`src/rtl/pc_sequencer.sv`:
```
`default_nettype none
// ============================================================================
// Module   : pc_sequencer
// Purpose  : Fetch-stage program counter. Produces the next fetch address from
//            sequential step, branch/jump redirect, call/return, exception
//            vector and halt/resume.
// Options  : PC_RAS_EN - when defined, calls push the link address onto a
//            circular return-address stack and returns pop it. When undefined,
//            call and return behave as plain jumps to target.
// Revision : 1.0 - initial release
// ============================================================================
module pc_sequencer #(
  parameter int unsigned      WIDTH     = 32,
  parameter logic [WIDTH-1:0] RESET_VEC = 32'h00001000,
  parameter logic [WIDTH-1:0] EXC_VEC   = 32'h00000080,
  parameter int unsigned      STEP      = 4,
  parameter int unsigned      RAS_DEPTH = 4
) (
  input  logic                         clk,
  input  logic                         rst,
  input  logic                         stall,
  input  logic                         redir_valid,
  input  logic [1:0]                   redir_type,
  input  logic [WIDTH-1:0]             target,
  input  logic                         exc,
  input  logic                         halt,
  input  logic                         resume,
  output logic [WIDTH-1:0]             pc,
  output logic                         pc_valid,
  output logic [WIDTH-1:0]             epc,
  output logic [$clog2(RAS_DEPTH):0]   ras_count,
  output logic                         ras_ovf
);

  localparam int unsigned CNT_W   = $clog2(RAS_DEPTH) + 1;
  localparam logic [1:0]  RT_CALL = 2'b10;
  localparam logic [1:0]  RT_RET  = 2'b11;

  typedef enum logic [1:0] {
    ST_BOOT = 2'd0,
    ST_RUN  = 2'd1,
    ST_HALT = 2'd2
  } state_e;

  state_e           state_q, state_d;
  logic [WIDTH-1:0] pc_q, pc_d;
  logic             pc_valid_q, pc_valid_d;
  logic [WIDTH-1:0] epc_q, epc_d;
  logic [WIDTH-1:0] pc_inc;

  // Sequential successor; natural modulo-2^WIDTH wrap, also the call link value.
  assign pc_inc = pc_q + WIDTH'(STEP);

`ifdef PC_RAS_EN
  localparam int unsigned PTR_W = $clog2(RAS_DEPTH);

  logic [WIDTH-1:0] ras_mem_q [RAS_DEPTH];
  logic [PTR_W-1:0] ras_ptr_q;     // next slot to write; top of stack is ptr-1
  logic [CNT_W-1:0] ras_count_q;
  logic             ras_ovf_q;
  logic             ras_push;
  logic             ras_pop;
  logic [WIDTH-1:0] ras_top;

  assign ras_top = ras_mem_q[ras_ptr_q - PTR_W'(1)];
`endif

  // Next-state selection: boot hand-off, RUN priority chain, HALT exit.
  always_comb begin
    state_d    = state_q;
    pc_d       = pc_q;
    pc_valid_d = pc_valid_q;
    epc_d      = epc_q;
`ifdef PC_RAS_EN
    ras_push   = 1'b0;
    ras_pop    = 1'b0;
`endif
    case (state_q)
      ST_BOOT: begin
        state_d    = ST_RUN;
        pc_valid_d = 1'b1;
      end
      ST_RUN: begin
        if (exc) begin
          epc_d = pc_q;
          pc_d  = EXC_VEC;
        end else if (halt) begin
          state_d    = ST_HALT;
          pc_valid_d = 1'b0;
        end else if (stall) begin
          pc_d = pc_q;
        end else if (redir_valid) begin
          case (redir_type)
            RT_CALL: begin
              pc_d = target;
`ifdef PC_RAS_EN
              ras_push = 1'b1;
`endif
            end
            RT_RET: begin
`ifdef PC_RAS_EN
              // Empty stack falls back to the supplied target.
              if (ras_count_q != '0) begin
                pc_d    = ras_top;
                ras_pop = 1'b1;
              end else begin
                pc_d = target;
              end
`else
              pc_d = target;
`endif
            end
            default: pc_d = target;
          endcase
        end else begin
          pc_d = pc_inc;
        end
      end
      ST_HALT: begin
        if (exc) begin
          state_d    = ST_RUN;
          epc_d      = pc_q;
          pc_d       = EXC_VEC;
          pc_valid_d = 1'b1;
        end else if (resume) begin
          state_d    = ST_RUN;
          pc_valid_d = 1'b1;
        end
      end
      default: begin
        state_d    = ST_BOOT;
        pc_d       = RESET_VEC;
        pc_valid_d = 1'b0;
      end
    endcase
  end

  // Sequencer state and registered outputs, asynchronously reset.
  always_ff @(posedge clk or posedge rst) begin
    if (rst) begin
      state_q    <= ST_BOOT;
      pc_q       <= RESET_VEC;
      pc_valid_q <= 1'b0;
      epc_q      <= '0;
    end else begin
      state_q    <= state_d;
      pc_q       <= pc_d;
      pc_valid_q <= pc_valid_d;
      epc_q      <= epc_d;
    end
  end

`ifdef PC_RAS_EN
  // Stack pointer, occupancy and sticky overflow; a full push wraps onto the oldest slot.
  always_ff @(posedge clk or posedge rst) begin
    if (rst) begin
      ras_ptr_q   <= '0;
      ras_count_q <= '0;
      ras_ovf_q   <= 1'b0;
    end else if (ras_push) begin
      ras_ptr_q <= ras_ptr_q + PTR_W'(1);
      if (ras_count_q == CNT_W'(RAS_DEPTH)) begin
        ras_ovf_q <= 1'b1;
      end else begin
        ras_count_q <= ras_count_q + CNT_W'(1);
      end
    end else if (ras_pop) begin
      ras_ptr_q   <= ras_ptr_q - PTR_W'(1);
      ras_count_q <= ras_count_q - CNT_W'(1);
    end
  end

  // Stack storage; contents are don't-care after reset so no reset here.
  always_ff @(posedge clk) begin
    if (ras_push) begin
      ras_mem_q[ras_ptr_q] <= pc_inc;
    end
  end

  assign ras_count = ras_count_q;
  assign ras_ovf   = ras_ovf_q;
`else
  assign ras_count = '0;
  assign ras_ovf   = 1'b0;
`endif

  assign pc       = pc_q;
  assign pc_valid = pc_valid_q;
  assign epc      = epc_q;

endmodule
`default_nettype wire

```
`config.mk`:
```
export PLATFORM = sky130hd
export DESIGN_NAME = pc_sequencer
export DESIGN_NICKNAME = d
export VERILOG_FILES = /design/src/rtl/pc_sequencer.sv
export SDC_FILE = /design/constraint.sdc
export NUM_CORES = 1
export LEC_CHECK = 0
export ABC_AREA = 1
export BUFFER_PORTS_ARGS = -buffer_cell sky130_fd_sc_hd__buf_2
export CAP_MARGIN = 20
export CORE_UTILIZATION = 45
export DETAILED_ROUTE_END_ITERATION = 12
export GPL_TIMING_DRIVEN = 0
export PLACE_DENSITY = 0.71
export SLEW_MARGIN = 20
export SYNTH_ARGS = -nofsm -noshare
export SYNTH_HDL_FRONTEND = slang
export SYNTH_SLANG_ARGS = --single-unit
```
`constraint.sdc`:
```
create_clock -name clk -period 2.39 [get_ports clk]
set_input_delay 0.478 -clock clk [delete_from_list [all_inputs] [get_ports clk]]
set_output_delay 0.478 -clock clk [all_outputs]
set_load 0.01 [all_outputs]
```
After elaboration in Yosys (flattened, before gate mapping) --
Cells that the tools add are included.
Storage, ports and cells: register bits 67
Operators by class: add/sub/neg operators 1, equal/unequal tests 8, mux-type cells 16, bitwise operators 1, reduce and logical (&&, ||, !) cells 5
Operators with widths (number):
- 2-to-1 mux 32 bit | 5
- one-hot mux 32 bit (3 select lines) | 1
- adder 32 x 3 -> 32 bit (second input constant) | 1
- inequality test 3 bit (second input constant) | 3
- 2-to-1 mux 2 bit | 4
- inequality test 2 bit (second input constant) | 3
- one-hot mux 2 bit (3 select lines) | 1
- 2-to-1 mux 1 bit | 4
- AND reduction 4 bit | 1
- one-hot mux 1 bit (3 select lines) | 1
- AND reduction 3 bit | 1
- == test 2 x 1 -> 1 bit (second input constant) | 1
- == test 2 bit (second input constant) | 1
- logical NOT 2 bit | 1
- AND reduction 2 bit | 1
- OR reduction 2 bit | 1
- NOT 1 bit | 1

Depth between registers and ports, before layout --
Gate-level depths: netlist of the first run.
word-level depth 6, depth in mapped cells 10, depth with buffers taken out 10

Least setup slack after synthesis of the first run --
Ideal clock, no wire load.
path kind register -> register, from register pc_q[2], in the netlist pc[2], to register pc_q[28], in the netlist pc[28], library setup time 116 ps, data arrival time 1404 ps, required time 2274 ps, setup slack 869 ps, stages on the path, launching flop included 11, buffers on the path 0, cell sequence dfrtp_1 ha_1 nand3_2 nor2_4 nand2_1 inv_1 nand2_1 nand2_1 nand3_1 nand2_1 nand2_1
Between the ends: word-level cells in the longest chain between the ends 6
Ends and longest elaborated chain:
- start: declaration | line 46 | logic [WIDTH-1:0] pc_q, pc_d;
- start signal: assignment | line 147 | pc_q <= pc_d;
- adder 32 x 3 -> 32 bit | line 52 | assign pc_inc = pc_q + WIDTH'(STEP);
- 2-to-1 mux 32 bit | line 92 | end else if (redir_valid) begin
- 2-to-1 mux 32 bit | line 90 | end else if (stall) begin
- 2-to-1 mux 32 bit | line 87 | end else if (halt) begin
- 2-to-1 mux 32 bit | line 84 | if (exc) begin
- one-hot mux 32 bit (3 select lines) | line 78 | case (state_q)
No other way between the ends. The select of a mux whose other input is x is not followed. A chain may end at the register's enable or synchronous reset.

Final worst setup path of the first run --
from register state_q[0], to register epc_q[28], in the netlist epc[28]
Between the ends: word-level cells in the longest chain between the ends 3, elaborated cells between the ends (all ways) 4
Ends and longest elaborated chain:
- start: declaration | line 45 | state_e state_q, state_d;
- start signal: assignment | line 146 | state_q <= state_d;
- == test 2 bit or == test 2 x 1 -> 1 bit (tied branches) | line 78
- OR reduction 2 bit (no line) *
- AND reduction 2 bit (no line) *
- end signal: assignment | line 149 | epc_q <= epc_d;
- end: declaration | line 48 | logic [WIDTH-1:0] epc_q, epc_d;
Mark *: on every way between the ends. The rest lies on a longest branch, timed or not.

==> results of run 1 <==
final timing paths:
kind / start / endpoint / slack, ps / depth (start not counted)
max: state_q[0]$_DFFE_PP0P_ / epc[28]$_DFFE_PP0P_ / 460 / 5
min: rst / epc[16]$_DFFE_PP0P_ / 110 / 2
max reg2reg: state_q[0]$_DFFE_PP0P_ / epc[28]$_DFFE_PP0P_ / 460 / 5
min reg2reg: epc[18]$_DFFE_PP0P_ / epc[18]$_DFFE_PP0P_ / 480 / 2
max in group asynchronous: rst / pc[12]$_DFFE_PP1P_ / 1670 / 3
min in group clk: target[1] / pc[1]$_DFFE_PP0P_ / 360 / 3
sequential cells by signal, indices dropped and copies added, names as in the netlist:
name	count
pc_valid	1
epc	32
state_q	2
pc	32
layer usage:
| layer | vias to the layer above | track usage [%] | wire [um] |
|---|---|---|---|
| met4 | 0 | 7.82 | 141 |
| li1 | 1960 | - | - |
| met1 | 1862 | 37.6 | 5420 |
| met3 | 11 | 4.35 | 583 |
| met2 | 122 | 46.4 | 5530 |
| met5 | - | 0 | 0 |
per-stage QoR:
| stage | setup TNS, ps | total power [mW] |
|---|---|---|
| 2_1_floorplan | 0 | 2.13 |
| 4_1_cts | 0 | 3.48 |
| 3_3_place_gp | -39460 | 2.51 |
| 6_report | 0 | 3.46 |
| 5_1_grt | 0 | 3.68 |
| 3_5_place_dp | 0 | 2.56 |
logic make-up (layout without fill, tap and decap cells):
| kind of cell | Yosys count | in the layout | synth area share, % |
|---|---|---|---|
| AO/OA/AOI/OAI | 72 | 72 | 10.4 |
| XOR/XNOR | 4 | 4 | 0.913 |
| adder cells (fa/ha/maj) | 5 | 5 | 1.63 |
| buffers and inverters | 64 | 181 | 7.34 |
| flip-flops | 67 | 67 | 43.7 |
| multiplexers | 2 | 2 | 0.554 |
| other | 1 | 4 | 0.0978 |
| AND/OR/NAND/NOR | 331 | 331 | 35.3 |
cell type report:
class                           instances  area, um^2
Buffer                                 20         116
Clock buffer                           11         141
Clock inverter                          3        40.0
Fill cell                             837        3520
Inverter                               44         168
Multi-Input combinational cell        418        1890
Sequential cell                        67        1680
Tap cell                              105         131
Timing Repair Buffer                  103         531
synth_stat cells, drive strengths merged:
cell	count	area (um^2)
nand3	43	220
conb	1	3.75
dfstp	1	26.3
a21oi	5	43.8
nor3	1	5.00
mux2	1	11.3
o21ai	63	330
buf	13	90.1
ha	5	62.6
o22ai	4	25.0
nand2	178	676
nor2	106	420
nand4	3	33.8
dfrtp	66	1650
mux2i	1	10.0
clkbuf	7	26.3
xor2	4	35.0
inv	44	165
report_power, final:
| group | internal, mW | leakage (nW) | switching [mW] |
|---|---|---|---|
| Clock | 0.496 | 0.0950 | 0.427 |
| Sequential | 1.28 | 0.922 | 0.123 |
| Combinational | 0.360 | 1.30 | 0.780 |
==> metrics.csv, run 1 <==
stage,metric,value,unit
outcome,status,"finished, final reports clean",
floorplan,die_area,8900,um^2
yosys,synthDistinctLibCells,31,
sta,finalClockSkew,15.4,ps
clocking,cts_sinks,67,
global_routing,grt_pass1_wl,18700,um
sta,fin_ws,464,ps
worst_setup_path,cp_num_buf_inv,2,
yosys,ys_warn_count,0,
route,drtIter0Drc,168,
clocking,cts_htree_levels,3,
min_path,hp-class,input port to async pin,
clocking,worst_skew_pair.late_latency,350,ps
placement,placed_area,4510,um^2
sta,layout_min_cycle_time,1930,ps
sta,hold_viol,0,
yosys,synthesis.area,3840,um^2
floorplan,rows,33,
sta,drv_slew,0,
worst_setup_path,cp_cell_sequence,inv_1 > ha_1 > nand2_1 > clkbuf_1 > o21ai_0,
floorplan,core-area,8220,um^2
worst_setup_path,cp_max_fo,10,
job,cap_violations,0,
clocking,clk_pin_slew_worst_paths,80,ps
route,firstDrtPassIters,5,
power_and_ir_drop,p_leak,2.32,nW
yosys,ys_seq_elements,67,
global_routing,grt_usage,27.9,%
worst_setup_path,cp_top_family,buffers and inverters,
cells_and_area,final_cell_area,4690,um^2
clocking,cts_hold_repair.buffers,0,
yosys,avgSynthCellArea,7.03,um^2
worst_setup_path,crit_path_top_delay_cell,clkbuf_1,
worst_setup_path,worstSetupPathType,flop to flop,
floorplan,start_util,46.7,%
floorplan,die_h,94.3,um
route,routed_wl,11700,um
placement,dp_slack,454,ps
cells_and_area,layout_common_cells,"nand2_1 (175), buf_2 (108), nor2_1 (99)",
cells_and_area,final_core_util,57.1,%
cells_and_area,drive_gt1_share,23.0,%
yosys,ys_seq_area_share,43.7,%
placement,gp_congestion,0.896,
route,avgRoutedWirePerCell,15.1,um
clocking,cts_buffers,9,
route,vias_per_cell,5.13,
global_routing,antenna_found_initial,0,
cells_and_area,areaGrowthSynthToFinish,22.3,%
clocking,post_cts_buffers,0,
route,drc,0,
sta,hold_slack,110,ps
cells_and_area,final_cells,771,
clocking,cts_buffer_depth,2,
sta,fmax,519,MHz
placement,dp.cells,757,
global_routing,globalRouteOverflowTotal,0,
floorplan,io_pins,110,
placement,dp_hpwl,9120,um
clocking,cts_resized,0,
placement,io_buffers,102,
cells_and_area,num-nets-final,709,
cells_and_area,diodes,0,
power_and_ir_drop,ir_worst_vdd,0.000430,V
global_routing,grt_max_degree,40,
worst_setup_path,crit_required,2600,ps
clocking,cts_tree,done,
global_routing,grt_pass1_vias,3749,
route,ant_nets,0,
floorplan,fp.dieW,94.3,um
worst_setup_path,worst_setup_path_end_kind,flop,
clocking,root_buffer,clkbuf_8,
sta,max_slew_margin,60.6,%
sta,rsz0062_at_grt,false,
route,vias,3955,
cells_and_area,mostFrequentLayoutCell,nand2_1,
sta,min_period_over_period,80.6,%
yosys,syn_inst,546,
worst_setup_path,cpPeakStageDelay,420,ps
worst_setup_path,arrival,2130,ps
sta,worst_pin_slew,591,ps
sta,finalSetupViolCount,0,
power_and_ir_drop,powerDensity,738,nW/um^2
worst_setup_path,critPathLaunchType,flop,
Note: power is estimated with default switching activity, not from simulation.
==> run 2, diff against run 1 <==
==> constraint.sdc (replaced) <==
create_clock -name clk -period 1.9 [get_ports clk]
set_input_delay 0.38 -clock clk [delete_from_list [all_inputs] [get_ports clk]]
set_output_delay 0.38 -clock clk [all_outputs]
set_load 0.01 [all_outputs]
==> run 2 against run 1 <==
Effect of this change: via count up 1.1%; die area unchanged; first-iteration DRC count up 45%; final area up 2.1%; critical endpoint is now pc[25]$_DFFE_PP0P_; total power up 29%; cell count up 1.2%; combinational power up 33%; largest power group unchanged; highest routed layer unchanged; register-to-register slack worse by 310 ps; largest cell class unchanged.
==> metrics.csv, run 2 (synthesis results as in run 1) <==
stage,metric,value,unit,change
outcome,status,"finished, final reports clean",,
sta,drv_slew,0,,unchanged
cells_and_area,ff_latch_area,1680,um^2,about the same
worst_setup_path,crit_path_top_delay_cell,dfrtp_1,,
cells_and_area,mostFrequentLayoutCell,nand2_1,,
clocking,cts_htree_levels,3,,unchanged
worst_setup_path,arrival,2030,ps,-100 ps
min_path,hp-class,input port to flop,,
sta,layout_min_cycle_time,1750,ps,-180 ps
cells_and_area,drive_gt1_share,25.3,%,+2.4 points
placement,io_buffers,102,,unchanged
cells_and_area,diodes,0,,unchanged
worst_setup_path,cp_cell_sequence,inv_1 > ha_1 > a21oi_4 > nand4_4 > buf_4 > nor2_1 > nand2_1 > nand2_1,,
floorplan,start_util,46.7,%,unchanged
power_and_ir_drop,p_leak,2.36,nW,+2.0%
cells_and_area,multiInputGateArea,1900,um^2,+0.40%
sta,finalClockSkew,10.7,ps,-4.70 ps
worst_setup_path,worstSetupPathType,flop to flop,,
cells_and_area,final_cells,780,,+1.2%
clocking,cts_buffers,9,,unchanged
cells_and_area,nFillCells,865,,+3.3%
worst_setup_path,critPathLaunchType,flop,,
cells_and_area,num-nets-final,716,,+0.99%
cells_and_area,layout_common_cells,"nand2_1 (174), buf_2 (107), nor2_1 (98)",,
route,ant_nets,0,,unchanged
floorplan,fp.dieW,94.3,um,unchanged
route,drtIter0Drc,243,,+45%
global_routing,grt_pass1_wl,18600,um,-0.81%
worst_setup_path,cp_max_fo,10,,unchanged
clocking,worst_skew_pair.late_latency,350,ps,about the same
power_and_ir_drop,ir_worst_vdd,0.000669,V,+55%
clocking,cts_buffer_depth,2,,unchanged
placement,dp.cells,758,,+0.13%
route,avgRoutedWirePerCell,14.9,um,-1.8%
global_routing,antenna_found_initial,0,,unchanged
sta,max_slew_margin,62.7,%,+2.1 points
clocking,clk_pin_slew_worst_paths,80,ps,about the same
clocking,cts_sinks,67,,unchanged
placement,gp_congestion,0.901,,+0.48%
worst_setup_path,crit_top_cell,nand2_1,,
floorplan,die_h,94.3,um,unchanged
worst_setup_path,cp_top_family,simple AND/OR/NAND/NOR gates,,
clocking,cts_tree,done,,
sta,worst_pin_slew,559,ps,-31.6 ps
global_routing,grt_pass1_vias,3759,,+0.27%
global_routing,grt_max_degree,34,,-15%
floorplan,core-area,8220,um^2,unchanged
route,vias,4000,,+1.1%
placement,dp_hpwl,8950,um,-1.9%
sta,setup_tns,0,ps,unchanged
sta,rsz0062_at_grt,false,,
sta,min_period_over_period,91.9,%,+11 points
worst_setup_path,worst_setup_path_end_kind,flop,,
route,firstDrtPassIters,5,,unchanged
sta,finalSetupViolCount,0,,unchanged
floorplan,die_area,8900,um^2,unchanged
floorplan,io_pins,110,,unchanged
worst_setup_path,cpPeakStageDelay,380,ps,-40 ps
clocking,root_buffer,clkbuf_8,,
power_and_ir_drop,powerDensity,932,nW/um^2,+26%
worst_setup_path,cp_num_buf_inv,2,,unchanged
sta,fmax,573,MHz,+10%
route,drc,0,,unchanged
route,vias_per_cell,5.13,,about the same
route,routed_wl,11600,um,-0.69%
worst_setup_path,crit_required,2180,ps,-420 ps
job,cap_violations,0,,unchanged
floorplan,rows,33,,unchanged
sta,hold_viol,0,,unchanged
global_routing,grt_usage,27.6,%,-0.26 points
global_routing,globalRouteOverflowTotal,0,,unchanged
cells_and_area,areaGrowthSynthToFinish,24.9,%,
## run 2: layer usage
| metal | part of all wire, % | GRT usage, % | vias up |
|---|---|---|---|
| li1 | - | - | 1971 |
| met1 | 46 | 38.6 | 1863 |
| met2 | 46 | 42.9 | 142 |
| met3 | 5.3 | 4.11 | 24 |
| met4 | 2.3 | 11.0 | 0 |
| met5 | 0 | 0 | - |
## run 2: worst reg2reg max path, cell delays in order, from the launching register on
cell and delay, ps:
dfrtp_1 380, inv_1 80, ha_1 280, a21oi_4 240, nand4_4 210, buf_4 270
nor2_1 110, nand2_1 60, nand2_1 50
## run 2: power breakdown
part	switching (mW)	internal [mW]	total, mW
clock network	0.584	0.601	1.18
registers	0.157	1.61	1.76
logic	0.990	0.527	1.52
## run 2: worst paths after layout
path                                            end  cells after the start                   start  slack, ps
max in group asynchronous        pc[12]$_DFFE_PP1P_                      4                     rst        900
worst max register to register   pc[25]$_DFFE_PP0P_                      8  state_q[0]$_DFFE_PP0P_        150
worst max-delay path             pc[25]$_DFFE_PP0P_                      8  state_q[0]$_DFFE_PP0P_        150
worst min-delay path              pc[6]$_DFFE_PP0P_                      3               target[6]        250
worst min register to register  epc[20]$_DFFE_PP0P_                      2     epc[20]$_DFFE_PP0P_        480
min in group asynchronous       epc[12]$_DFFE_PP0P_                      3                     rst        510
## run 2: what timing repair did
action	in CTS	in global routing
pin swaps	0	2
endpoints found under the setup margin	3	51
hold endpoints to repair	6	0
gates resized for setup	1	14
buffers inserted	0	5
hold buffers	1	0
## run 2: final cells by class
class | instances | share of cell area (%)
Multi-Input combinational cell | 418 | 39.6
Inverter | 44 | 3.53
Sequential cell | 67 | 35.0
Clock inverter | 7 | 1.44
Tap cell | 105 | 2.74
Clock buffer | 9 | 2.59
Timing Repair Buffer | 110 | 12.5
Buffer | 20 | 2.61
## run 2: stage by stage
stage	util, %	setup slack [ps]	hold slack [ps]	total power, mW	cell area, um^2
after detailed placement	55.2	1.83	325	3.21	4530
final	58.3	154	247	4.47	4790
after floorplan	-	379	493	2.67	3850
after global placement	54.7	20.8	462	3.17	4490
after global routing	58.3	6.51	249	4.74	4790
after CTS	57.7	1.05	247	4.40	4740
